<file path="config.mk">
export PLATFORM = sky130hd
export DESIGN_NAME = serdes_nch_ddr_ser
export DESIGN_NICKNAME = d
export VERILOG_FILES = /design/src/rtl/serdes_nch_ddr_ser.sv
export SDC_FILE = /design/constraint.sdc
export NUM_CORES = 1
export LEC_CHECK = 0
export BUFFER_PORTS_ARGS = -buffer_cell sky130_fd_sc_hd__buf_2
export CAP_MARGIN = 15
export CORE_AREA = 2 2 88 90
export DETAILED_ROUTE_END_ITERATION = 10
export DIE_AREA = 0 0 90 92
export GPL_TIMING_DRIVEN = 0
export PLACE_DENSITY = 0.72
export SLEW_MARGIN = 20
export SYNTH_ARGS = -nofsm -noshare
export SYNTH_HDL_FRONTEND = slang
export SYNTH_SLANG_ARGS = --single-unit
export TNS_END_PERCENT = 1
</file>
<file path="constraint.sdc">
create_clock -name clk -period 2.7 [get_ports clk]
set_input_delay 0.54 -clock clk [delete_from_list [all_inputs] [get_ports clk]]
set_output_delay 0.54 -clock clk [all_outputs]
set_load 0.005 [all_outputs]
</file>
<file path="src/rtl/serdes_nch_ddr_ser.sv">
// N-lane W:2 parallel-to-DDR serialiser with valid/ready holding register, idle insertion and sticky underflow.
// Optional clock-lane outputs are enabled by defining SERDES_CLK_LANE_EN.
`timescale 1ns/1ps
module serdes_nch_ddr_ser #(
    parameter int                CH        = 4,
    parameter int                WORD_W    = 10,
    parameter int                MSB_FIRST = 0,
    parameter logic [WORD_W-1:0] IDLE_WORD = 10'b1101010100
) (
    input  logic                 clk,
    input  logic                 rst,
    input  logic [CH*WORD_W-1:0] din,
    input  logic                 din_valid,
    output logic                 din_ready,
    input  logic                 phase_restart,
    input  logic                 clr_underflow,
    output logic [CH-1:0]        out_h,
    output logic [CH-1:0]        out_l,
    output logic                 frame_start,
    output logic                 underflow
`ifdef SERDES_CLK_LANE_EN
    ,
    output logic                 clk_lane_h,
    output logic                 clk_lane_l
`endif
);

    localparam int R    = WORD_W / 2;
    localparam int PH_W = (R > 1) ? $clog2(R) : 1;
    localparam logic [PH_W-1:0] PH_LAST = PH_W'(R - 1);

    logic [PH_W-1:0]              ph_q, ph_d;
    logic [CH-1:0][WORD_W-1:0]    sh_q, sh_d;
    logic [CH-1:0][WORD_W-1:0]    hold_q;
    logic                         hold_full_q, hold_full_d;
    logic                         armed_q, armed_d;
    logic                         uf_q, uf_d;
    logic                         load_now;
    logic                         xfer;
    logic                         uf_set;

    always_comb begin
        load_now    = (ph_q == PH_LAST) | phase_restart;
        din_ready   = ~hold_full_q | load_now;
        xfer        = din_valid & din_ready;
        ph_d        = load_now ? '0 : ph_q + 1'b1;
        hold_full_d = hold_full_q;
        armed_d     = armed_q | xfer;
        uf_set      = load_now & ~hold_full_q & armed_q;
        sh_d        = sh_q;

        if (load_now) begin
            // No bypass: a word arriving on a load cycle always waits in hold.
            sh_d        = hold_full_q ? hold_q : {CH{IDLE_WORD}};
            hold_full_d = 1'b0;
        end else begin
            for (int n = 0; n < CH; n++) begin
                if (MSB_FIRST != 0)
                    sh_d[n] = {sh_q[n][WORD_W-3:0], 2'b00};
                else
                    sh_d[n] = {2'b00, sh_q[n][WORD_W-1:2]};
            end
        end

        if (xfer)
            hold_full_d = 1'b1;

        uf_d = uf_set | (uf_q & ~clr_underflow);
    end

    always_ff @(posedge clk or posedge rst) begin
        if (rst) begin
            ph_q        <= '0;
            sh_q        <= {CH{IDLE_WORD}};
            hold_full_q <= 1'b0;
            armed_q     <= 1'b0;
            uf_q        <= 1'b0;
        end else begin
            ph_q        <= ph_d;
            sh_q        <= sh_d;
            hold_full_q <= hold_full_d;
            armed_q     <= armed_d;
            uf_q        <= uf_d;
        end
    end

    // Holding data is payload only; its validity lives in hold_full_q.
    always_ff @(posedge clk) begin
        if (xfer)
            hold_q <= din;
    end

    for (genvar n = 0; n < CH; n++) begin : g_lane
        if (MSB_FIRST != 0) begin : g_msb
            assign out_h[n] = sh_q[n][WORD_W-1];
            assign out_l[n] = sh_q[n][WORD_W-2];
        end else begin : g_lsb
            assign out_h[n] = sh_q[n][0];
            assign out_l[n] = sh_q[n][1];
        end
    end

    assign frame_start = (ph_q == '0);
    assign underflow   = uf_q;

`ifdef SERDES_CLK_LANE_EN
    logic clk_h_q, clk_h_d;
    logic clk_l_q, clk_l_d;

    always_comb begin
        clk_h_d = ((2 * int'(ph_d)) < R);
        clk_l_d = ((2 * int'(ph_d) + 1) < R);
    end

    // Reset values are the ph = 0 pattern (both high since R >= 2).
    always_ff @(posedge clk or posedge rst) begin
        if (rst) begin
            clk_h_q <= 1'b1;
            clk_l_q <= 1'b1;
        end else begin
            clk_h_q <= clk_h_d;
            clk_l_q <= clk_l_d;
        end
    end

    assign clk_lane_h = clk_h_q;
    assign clk_lane_l = clk_l_q;
`endif

endmodule
</file>
* After elaboration in Yosys (flattened, before gate mapping)
Index checks and enable logic that the tools add are counted.
** Storage, ports and cells
- Register bits :: 86
- Output and inout bits :: 11
- Word-level logic and storage cells :: 31
** Operators by class
- Add/sub/neg operators :: 1
- Eq/ne operators :: 1
- Mux-type cells :: 5
- Bitwise operators :: 10
- Reductions and logical operators :: 2
** Operators with widths (number)
- $mux W40 :: 2
- $and A1 B1 Y1 :: 4
- $or A1 B1 Y1 :: 4
- $add A3 B1 Y3 const B :: 1
- $eq A3 B3 Y1 const B :: 1
- $logic_not A3 Y1 :: 1
- $mux W3 :: 1
- $mux W1 :: 2
- $not A1 Y1 :: 2
- $reduce_bool A2 Y1 :: 1

* Logic depth before layout (Yosys ltp)
Gate-level depths: netlist of run 1.
- Depth after elaboration :: 5
- Mapped depth :: 7
- Depth with buffers taken out :: 5

* Worst setup path before layout of run 1
Ideal clock, no wire load.
- Kind :: flip-flop to flip-flop
- From :: reg ph_q[0]
- To :: reg hold_q[0] in the netlist's numbering (enable)
- Arrival time :: 1814 ps
- Data required time :: 2299 ps
- Path slack :: 484 ps
- Cell stages (with the launch flop) :: 6
- Path buffers :: 0
- Period minus slack after synthesis :: 2216 ps
- Path through :: dfrtp_1 inv_1 ha_1 a21oi_2 nand2_1 and2_1
** On the way
- Longest elaborated chain between the ends :: 4
** RTL lines
- start, declared :: line 32 : logic [PH_W-1:0] ph_q, ph_d;
- start signal, assigned :: line 79 : ph_q <= ph_d;
- $eq A3 B3 Y1 :: line 43 : load_now = (ph_q == PH_LAST) | phase_restart;
- $or A1 B1 Y1 :: line 43
- $or A1 B1 Y1 :: line 44 : din_ready = ~hold_full_q | load_now;
- via din_ready :: line 14 : output logic din_ready,
- $and A1 B1 Y1 :: line 45 : xfer = din_valid & din_ready;
- end signal, assigned :: line 90 : hold_q <= din;
- end, declared :: line 34 : logic [CH-1:0][WORD_W-1:0] hold_q;
The timed path passes the listed nets, and every way through them passes these cells.
A chain may end at the register's enable or synchronous reset.

* Worst setup path in the final report of run 1
- From :: reg ph_q[0]
- To :: out din_ready
** On the way
- Longest elaborated chain between the ends :: 3
** RTL lines (line)
- $eq A3 B3 Y1 :: 43
- $or A1 B1 Y1 :: 43
- $or A1 B1 Y1 :: 44
- end, declared :: 14
No other way between the ends.

==> results of run 1 <==
final timing paths:
| path | startpoint | to | slack [ns] | cells after the start |
|---|---|---|---|---|
| worst max-delay path | ph_q[0]$_DFF_PP0_ | din_ready | 0.69 | 5 |
| worst max register to register | ph_q[0]$_DFF_PP0_ | hold_q[26]$_DFFE_PP_ | 0.82 | 6 |
| max in group asynchronous | rst | sh_q[28]$_DFF_PP1_ | 2.00 | 3 |
| worst min-delay path | rst | hold_full_q$_DFFE_PP0P_ | 0.15 | 2 |
| min in group clk | din[28] | hold_q[28]$_DFFE_PP_ | 0.36 | 1 |
| worst min register to register | sh_q[35]$_DFF_PP0_ | sh_q[33]$_DFF_PP0_ | 0.44 | 2 |
cells in the final DEF, fill, tap and decap left out, types with 2 or more instances in the layout:
cell	netlist	routed
dfstp_2	20	20
a31oi_2	6	6
inv_1	25	24
nor2_1	8	8
clkbuf_1	4	6
buf_6	4	4
clkbuf_8	0	9
nand3_1	20	20
a21o_1	2	2
buf_2	2	57
buf_4	9	9
a31oi_1	6	6
nor2_2	6	6
ha_1	2	2
a21oi_1	8	8
edfxtp_1	40	40
nand2_1	41	41
clkinv_1	0	2
buf_1	2	2
dfrtp_1	26	26
power groups by stage:
stage	Sequential, mW	Clock [mW]	Combinational [mW]
3_5_place_dp	1.57	0	0.281
2_1_floorplan	1.56	0	0.176
6_report	1.55	0.841	0.275
5_1_grt	1.56	0.923	0.314
4_1_cts	1.55	0.866	0.283
3_3_place_gp	1.57	0	0.261
layer usage:
metal | wire length, um | part of all wire, % | GRT usage [%]
met5 | 0 | 0 | 0
met3 | 235 | 4.4 | 2.958
met2 | 2546 | 48 | 21.87
met1 | 2432 | 46 | 19.48
met4 | 128 | 2.4 | 7.692
area by class of cell:
cell class              count  area [um^2]  share of cell area, %
multi-input cells         106        566.8                  14.86
clock buffers              11        131.4                  3.444
clock inverters             5        50.05                  1.312
well taps                 102        127.6                  3.345
repair buffers             57        322.8                  8.462
plain buffers              21        145.1                  3.805
flip-flops and latches     86         2377                  62.32
inverters                  25        93.84                  2.460
per-stage QoR:
step | power [mW] | hold slack (ns) | utilization [%] | std cells
finish | 2.661 | 0.1483 | 51.23 | 413
global placement | 1.831 | 0.4164 | 48.14 | 395
global route | 2.793 | 0.1661 | 51.23 | 413
floorplan | 1.739 | 0.4143 | - | 238
detailed placement | 1.854 | 0.4258 | 48.79 | 397
CTS | 2.695 | 0.1457 | 51.23 | 413
sequential cells by signal, indices dropped and copies added, names as in the netlist:
name	count
armed_q	1
hold_full_q	1
hold_q	40
out_h	4
out_l	4
ph_q	3
sh_q	32
underflow	1
cell families after synthesis:
kind of cell	Yosys count	share of synthesized area, %
flip-flops	86	74.71
AND/OR/NAND/NOR	79	10.89
buffers and inverters	46	7.511
AO/OA/AOI/OAI	24	5.820
adder cells (fa/ha/maj)	2	0.7863
XOR/XNOR	1	0.2753
critical path, stage by stage (launching register included):
cell     delay (ns)
dfrtp_1        0.37
inv_1          0.05
ha_1           0.22
a21oi_2        0.20
nand2_1        0.12
buf_2          0.16
==> impl_metrics.yaml, run 1 <==
run_status:
  status: "finished, final reports clean"
global_route:
  grt_pass1_vias: 1834
  grt-ovfl-total: 0
  grt_max_degree: 33
  grt_pass1_wl_um: 8907
  track_usage_pct: 14.33
  antenna_found_initial: 0
synth:
  synth_common_cells: "nand2_1 (41), edfxtp_1 (40), dfrtp_1 (26)"
  synth_area_leaders: "edfxtp_1 (38%), dfrtp_1 (20%), dfstp_2 (17%)"
  syn_inst: 238
  synth_flop_cell: "edfxtp_1"
  synth-edff-count: 40
  synth_most_common_cell: "nand2_1"
  synth_nets: 285
  synth_cell_type_count: 24
  synth_seq_area_share_pct: 74.71
  synth_top_area_share_pct: 37.75
  postSynthAreaPerCell_um2: 13.37
  async_flop_share_pct: 53.49
  yosysTopAreaCell: "edfxtp_1"
  yosys_warnings: 0
  syn_area_mm2: 0.003182
  ys_ff_latch: 86
setup_path:
  critPathKind: "register to primary output"
  cp-start-kind: "register"
  critPathRequiredTime_ns: 2.16
  cp-end-kind: "primary output"
  path_max_fanout: 4
  arrival_ns: 1.47
drt:
  drt_wl_total_um: 5342
  drt_pre_antenna_iters: 4
  drc: 0
  wire_per_inst_um: 12.93
  ant_nets: 0
  routed_via_density: 4.496
  vias: 1857
  drtIter0Drc: 71
clock_tree:
  clk_latency_ns: 0.35
  cts_setup_buffers: 0
  clk_transition_reported_paths_ns: 0.08
  hold_buffers: 0
  h-tree-depth: 3
  cts_root_buffer: "clkbuf_8"
  cts_buffers: 9
  post_cts_resize_count: 0
  cts_tree: "done"
  cts_buffer_depth: 2
  cts_sinks: 86
power_and_ir_drop:
  ir_drop_uv: 369.5
  sw_frac_of_total_pct: 22.69
  p_seq_share_pct: 58.1
  p_sw_mw: 0.6039
  power_frac_comb_pct: 10.3
  p_per_area_mw_per_mm2: 697.5
  pwr-share-clk_pct: 31.6
  p_leak_nw: 1.727
  p_int_mw: 2.057
die:
  start_util_pct: 42.73
  core_area_mm2: 0.007447
  die_x_um: 90
  die_area_mm2: 0.008280
  rows: 32
  io_pins: 56
  die_h_um: 92
sta:
  hold_viol: 0
  final_max_slew_viol_count: 0
  fin_crit_ns: 2.005
  clock-skew-final_ns: 0.006725
  timing.setup.tns_ns: 0
  setup_ws_ns: 0.6946
  rsz0062_at_grt: "false"
  relSlewSlack_pct: 65.10
  max_freq_mhz: 498.7
  period_share_pct: 74.27
  tightest_slew_ns: 0.5235
  setup_viol: 0
finish:
  drive_above_1_share_pct: 38.26
  nets: 353
  diodes: 0
  area_growth_syn_to_layout_pct: 19.90
  postLayoutCellArea_mm2: 0.003815
  fillers: 701
run:
  drv_cap: 0
placement:
  gp_congestion: 0.7428
  dp.final_hpwl_um: 3663
  postPlaceCellArea_mm2: 0.003633
  place.port_buffers: 55
  place_worst_setup_slack_ns: 0.7940
worst_hold_path:
  hold_class: "primary input to async pin"
Power figures use the tool's default switching activity.
==> run 2: changes to the inputs <==
--- a/config.mk
+++ b/config.mk
@@ -11,7 +11,7 @@
 export DETAILED_ROUTE_END_ITERATION = 10
 export DIE_AREA = 0 0 90 92
 export GPL_TIMING_DRIVEN = 0
-export PLACE_DENSITY = 0.72
+export PLACE_DENSITY = 0.74
 export SLEW_MARGIN = 20
 export SYNTH_ARGS = -nofsm -noshare
 export SYNTH_HDL_FRONTEND = slang
==> constraint.sdc (replaced) <==
create_clock -name clk -period 1.83 [get_ports clk]
set_input_delay 0.366 -clock clk [delete_from_list [all_inputs] [get_ports clk]]
set_output_delay 0.366 -clock clk [all_outputs]
set_load 0.005 [all_outputs]
==> run 2 against run 1 <==
  * Largest power group unchanged
  * Clock skew is 0.0019 ns higher
  * Wire length grew 1.6%
  * Critical endpoint unchanged
  * Sequential share of layout area is 1.2 points lower
  * Via count rose by 0.22%
  * Non-clock buffer count grew 2
  * Combinational power increased by 51%
  * Flip-flop and latch count did not move
  * Count of clock-buffer cells in the layout rose by 1
  * Final cell count up 0.48%
==> impl_metrics.yaml, run 2 (synthesis results as in run 1) <==
global_route:
  grt-ovfl-total: 0
  grt_pass1_wl_um: 8928
  antenna_found_initial: 0
  grt_max_degree: 41
  grt_pass1_vias: 1881
  track_usage_pct: 14.12
sta:
  relSlewSlack_pct: 64.15
  clock-skew-final_ns: 0.008636
  period_share_pct: 95.09
  final_max_slew_viol_count: 0
  timing.setup.tns_ns: 0
  max_freq_mhz: 574.7
  setup_viol: 0
  tightest_slew_ns: 0.5378
  hold_viol: 0
  rsz0062_at_grt: "false"
  fin_crit_ns: 1.740
die:
  io_pins: 56
  die_area_mm2: 0.008280
  die_h_um: 92
  start_util_pct: 42.73
  core_area_mm2: 0.007447
  die_x_um: 90
  rows: 32
setup_path:
  crit_end: "din_ready"
  critPathKind: "register to primary output"
  rr_endpoint: "hold_q[4]$_DFFE_PP_"
  critPathRequiredTime_ns: 1.46
  path_max_fanout: 4
  critical_path_depth: 5
  cp-end-kind: "primary output"
  crit_slowest_cell: "dfrtp_1"
  worstSetupStartpoint: "ph_q[0]$_DFF_PP0_"
  path_buf_inv: 2
  arrival_ns: 1.37
  path_cells: "inv_1 > ha_2 > a21oi_4 > nand2_2 > buf_2"
  cp_top_family: "flip-flops"
  cp-start-kind: "register"
  r2r-start: "ph_q[0]$_DFF_PP0_"
  cp_slowest_stage_delay_ns: 0.37
  r2r_slack_ns: 0.10
  reg2reg_depth: 5
drt:
  drt_pre_antenna_iters: 4
  wire_per_inst_um: 13.08
  drt_wl_total_um: 5427
  drc: 0
  vias: 1861
  routed_via_density: 4.484
  ant_nets: 0
  drtIter0Drc: 63
placement:
  gp_congestion: 0.7670
  place.port_buffers: 55
  dp.final_hpwl_um: 3500
clock_tree:
  cts_tree: "done"
  cts_buffers: 9
  cts_buffer_depth: 2
  hold_buffers: 0
  h-tree-depth: 3
  clk_latency_ns: 0.35
  cts_root_buffer: "clkbuf_8"
  clk_transition_reported_paths_ns: 0.08
  cts_sinks: 86
power_and_ir_drop:
  p_seq_share_pct: 53.5
  totalPowerFinal_mw: 4.260
  pwr-share-clk_pct: 36.7
  ir_drop_uv: 501.9
  power_frac_comb_pct: 9.7
  p_sw_mw: 0.8989
  p_int_mw: 3.361
  p_leak_nw: 1.767
  sw_frac_of_total_pct: 21.10
  p_per_area_mw_per_mm2: 1095
worst_hold_path:
  hold_class: "primary input to async pin"
run_status:
  status: "finished, final reports clean"
finish:
  diodes: 0
  area_growth_syn_to_layout_pct: 22.26
  drive_above_1_share_pct: 39.94
  final_common_cell: "buf_2"
  largest_registers: "hold_q x40, sh_q x32"
  mostFrequentLayoutCells: "buf_2 (57), nand2_1 (40), edfxtp_1 (40)"
  regMostFlops: "hold_q"
  nets: 355
  fillers: 681
  fin_util_pct: 52.23
  largest_reg_flops: 40
run:
  drv_cap: 0
==> run 2: cell count changes in the layout (fill, tap and decap cells not counted), sizes merged <==
cell / delta
buf: +2
clkbuf: +1
bufinv: +2
clkinv: -2
clkinvlp: -1
==> run 2: worst min path at each step <==
stage	slack (ns)	end	cells after the start
2_1_floorplan	0.41	out_l[0]$_DFF_PP0_	2
3_3_place_gp	0.42	sh_q[23]$_DFF_PP0_	2
3_5_place_dp	0.43	out_l[3]$_DFF_PP0_	2
4_1_cts	0.06	out_l[1]$_DFF_PP0_	2
5_1_grt	0.08	out_l[1]$_DFF_PP0_	2
6_report	0.05	out_h[1]$_DFF_PP0_	2
==> run 2: final cells by class <==
| cell class | instances | area (um^2) | area share (%) |
|---|---|---|---|
| plain buffers | 21 | 145.1 | 3.731 |
| clock buffers | 12 | 145.1 | 3.731 |
| clock inverters | 4 | 95.09 | 2.445 |
| inverters | 25 | 93.84 | 2.412 |
| multi-input cells | 106 | 580.6 | 14.92 |
| flip-flops and latches | 86 | 2377 | 61.11 |
| well taps | 102 | 127.6 | 3.281 |
| repair buffers | 59 | 325.3 | 8.363 |
==> run 2: through the flow <==
stage / hold slack, ns / instance area, um^2 / cells / worst slack [ns]
2_1_floorplan: 0.4143 / 3183 / 238 / 0.03858
3_3_place_gp: 0.4168 / 3586 / 395 / -0.1730
3_5_place_dp: 0.4265 / 3613 / 396 / -0.2513
4_1_cts: 0.05794 / 3860 / 412 / 0.01915
5_1_grt: 0.08138 / 3890 / 415 / 0.01293
6_report: 0.05407 / 3890 / 415 / 0.08991
==> run 2: worst register-to-register path: stages, from the launching register on <==
cell	delay, ns
dfrtp_1	0.40
inv_1	0.07
ha_2	0.22
a21oi_4	0.07
nand2_2	0.09
and2_4	0.50
==> run 2: metal layers <==
layer | up-vias | global-route usage [%] | wire length [um] | share of wire (%)
met2 | 51 | 22.18 | 2593 | 48
met1 | 885 | 18.08 | 2429 | 45
met4 | 0 | 7.692 | 144 | 2.7
met3 | 11 | 3.615 | 260 | 4.8
li1 | 914 | - | - | -
met5 | - | 0 | 0 | 0
==> run 2: power groups by stage <==
stage	logic, mW	registers [mW]	clock network, mW
after floorplan	0.259	2.31	0
after global placement	0.386	2.32	0
after detailed placement	0.406	2.32	0
after CTS	0.411	2.28	1.60
after global routing	0.466	2.30	1.68
final	0.415	2.28	1.56
==> run 2: timing repair <==
action                                  CTS  global route
endpoints found under the hold margin     0             0
pin swaps                                 1             1
gates resized for setup                   3             1
endpoints found under the setup margin   41             1
buffers inserted                          0             3
==> run 3: changes to the inputs <==
--- a/config.mk
+++ b/config.mk
@@ -7,11 +7,13 @@
 export LEC_CHECK = 0
 export BUFFER_PORTS_ARGS = -buffer_cell sky130_fd_sc_hd__buf_2
 export CAP_MARGIN = 15
-export CORE_AREA = 2 2 88 90
+export CELL_PAD_IN_SITES_DETAIL_PLACEMENT = 2
+export CELL_PAD_IN_SITES_GLOBAL_PLACEMENT = 2
+export CORE_AREA = 2 2 100 102
 export DETAILED_ROUTE_END_ITERATION = 10
-export DIE_AREA = 0 0 90 92
+export DIE_AREA = 0 0 102 104
 export GPL_TIMING_DRIVEN = 0
-export PLACE_DENSITY = 0.74
+export PLACE_DENSITY = 0.81
 export SLEW_MARGIN = 20
 export SYNTH_ARGS = -nofsm -noshare
 export SYNTH_HDL_FRONTEND = slang
==> run 3 against run 2 <==
  * Utilization is 12 points lower
  * Via count increased by 4.8%
  * Sequential power about the same
  * Cell area decreased by 0.42%
  * Largest cell class unchanged
  * Clock skew decreased by 0.0030 ns
  * Critical endpoint unchanged
  * Worst setup slack worse by 0.0046 ns
  * Wire length increased by 28%
  * Count of clock-buffer cells in the layout decreased by 3
==> impl_metrics.yaml, run 3 (synthesis results as in run 1) <==
setup_path:
  path_max_fanout: 4
  arrival_ns: 1.38
  r2r_slack_ns: 0.13
  r2r-start: "ph_q[0]$_DFF_PP0_"
  critical_path_depth: 5
  cp_top_family: "flip-flops"
  cp_slowest_stage_delay_ns: 0.37
  critPathKind: "register to primary output"
  cp-start-kind: "register"
  reg2reg_depth: 5
  path_cells: "inv_1 > ha_4 > a21oi_2 > nand2_2 > buf_2"
  crit_slowest_cell: "dfrtp_1"
  path_buf_inv: 2
  cp-end-kind: "primary output"
  crit_end: "din_ready"
  rr_endpoint: "hold_q[9]$_DFFE_PP_"
  critPathRequiredTime_ns: 1.46
  worstSetupStartpoint: "ph_q[1]$_DFF_PP0_"
placement:
  dp.final_hpwl_um: 4832
  postPlaceCellArea_mm2: 0.003645
  gp_congestion: 0.7044
  place.port_buffers: 55
drt:
  drt_wl_total_um: 6973
  wire_per_inst_um: 15.67
  routed_via_density: 4.382
  ant_nets: 0
  drt_pre_antenna_iters: 4
  drtIter0Drc: 53
  vias: 1950
  drc: 0
power_and_ir_drop:
  totalPowerFinal_mw: 4.048
  p_leak_nw: 1.733
  p_per_area_mw_per_mm2: 1045
  ir_drop_uv: 503.9
finish:
  final_common_cell: "buf_2"
  largest_reg_flops: 40
  area_growth_syn_to_layout_pct: 21.75
  drive_above_1_share_pct: 40.06
  diodes: 0
  postLayoutCellArea_mm2: 0.003874
  regMostFlops: "hold_q"
  fin_util_pct: 40.57
  nets: 354
  mostFrequentLayoutCells: "buf_2 (57), nand2_1 (40), edfxtp_1 (40)"
  largest_registers: "hold_q x40, sh_q x32"
clock_tree:
  cts_buffers: 9
  cts_sinks: 86
  hold_buffers: 0
  cts_buffer_depth: 2
  h-tree-depth: 3
  cts_tree: "done"
  clk_latency_ns: 0.35
  clk_transition_reported_paths_ns: 0.09
  cts_root_buffer: "clkbuf_8"
global_route:
  track_usage_pct: 14.64
  grt-ovfl-total: 0
  grt_pass1_vias: 2260
  grt_max_degree: 41
  antenna_found_initial: 0
  grt_pass1_wl_um: 11620
die:
  die_area_mm2: 0.01061
  die_x_um: 102
  io_pins: 56
  rows: 36
  start_util_pct: 33.32
  core_area_mm2: 0.009549
  die_h_um: 104
sta:
  clock-skew-final_ns: 0.005615
  final_max_slew_viol_count: 0
  timing.setup.tns_ns: 0
  max_freq_mhz: 573.2
  tightest_slew_ns: 0.5945
  relSlewSlack_pct: 60.37
  period_share_pct: 95.34
  hold_viol: 0
  fin_crit_ns: 1.745
  setup_viol: 0
run_status:
  status: "finished, final reports clean"
run:
  drv_cap: 0
worst_hold_path:
  hold_class: "primary input to async pin"
## run 3: stage by stage
step	hold slack, ns	setup WS (ns)	std cells
after floorplan	0.4143	0.03858	238
after global placement	0.4167	-0.2821	426
after detailed placement	0.4040	-0.3220	427
after CTS	0.01508	0.008916	445
after global routing	0.02892	-0.0004257	445
final	0.01423	0.08536	445
## run 3: layout make-up
class                           instances  area, um^2
Fill cell                            1021        5675
Sequential cell                        86        2377
Multi-Input combinational cell        106       583.1
Timing Repair Buffer                   58       310.3
Tap cell                              133       166.4
Buffer                                 21       145.1
Clock buffer                            9       123.9
Inverter                               25       93.84
Clock inverter                          7       73.82
## run 3: worst reg2reg max path, stage by stage (launching register included)
cell and delay (ns):
dfrtp_1 0.39, inv_1 0.11, ha_4 0.16, a21oi_2 0.07
nand2_2 0.10, and2_4 0.52
## run 3: metal layers
metal	vias to the layer above	GRT usage (%)	part of all wire [%]
met5	-	0	0
met4	0	4.286	1.2
met3	7	4.099	3.8
met2	46	26.46	56
met1	985	16.52	39
li1	912	-	-
## run 3: timing repair
item | in CTS | in global routing
setup endpoints to repair | 41 | 41
pin swaps | 1 | 1
endpoints found under the hold margin | 0 | 0
gates resized for setup | 1 | 3
setup buffers | 2 | 0
## run 3: worst min path at each step
stage	end	slack [ns]	cells past startpoint
final	sh_q[35]$_DFF_PP0_	0.01	2
after global routing	out_l[2]$_DFF_PP0_	0.03	2
after CTS	sh_q[35]$_DFF_PP0_	0.02	2
after detailed placement	sh_q[35]$_DFF_PP0_	0.40	2
after global placement	sh_q[13]$_DFF_PP0_	0.42	2
after floorplan	out_l[0]$_DFF_PP0_	0.41	2
## run 3: power by group
part           leakage [nW]  internal [mW]  total, mW  switching, mW
sequential            0.914           2.23       2.29         0.0546
clock                0.0948          0.635       1.33          0.693
combinational         0.725          0.188      0.434          0.246
total                  1.73           3.05       4.05          0.994
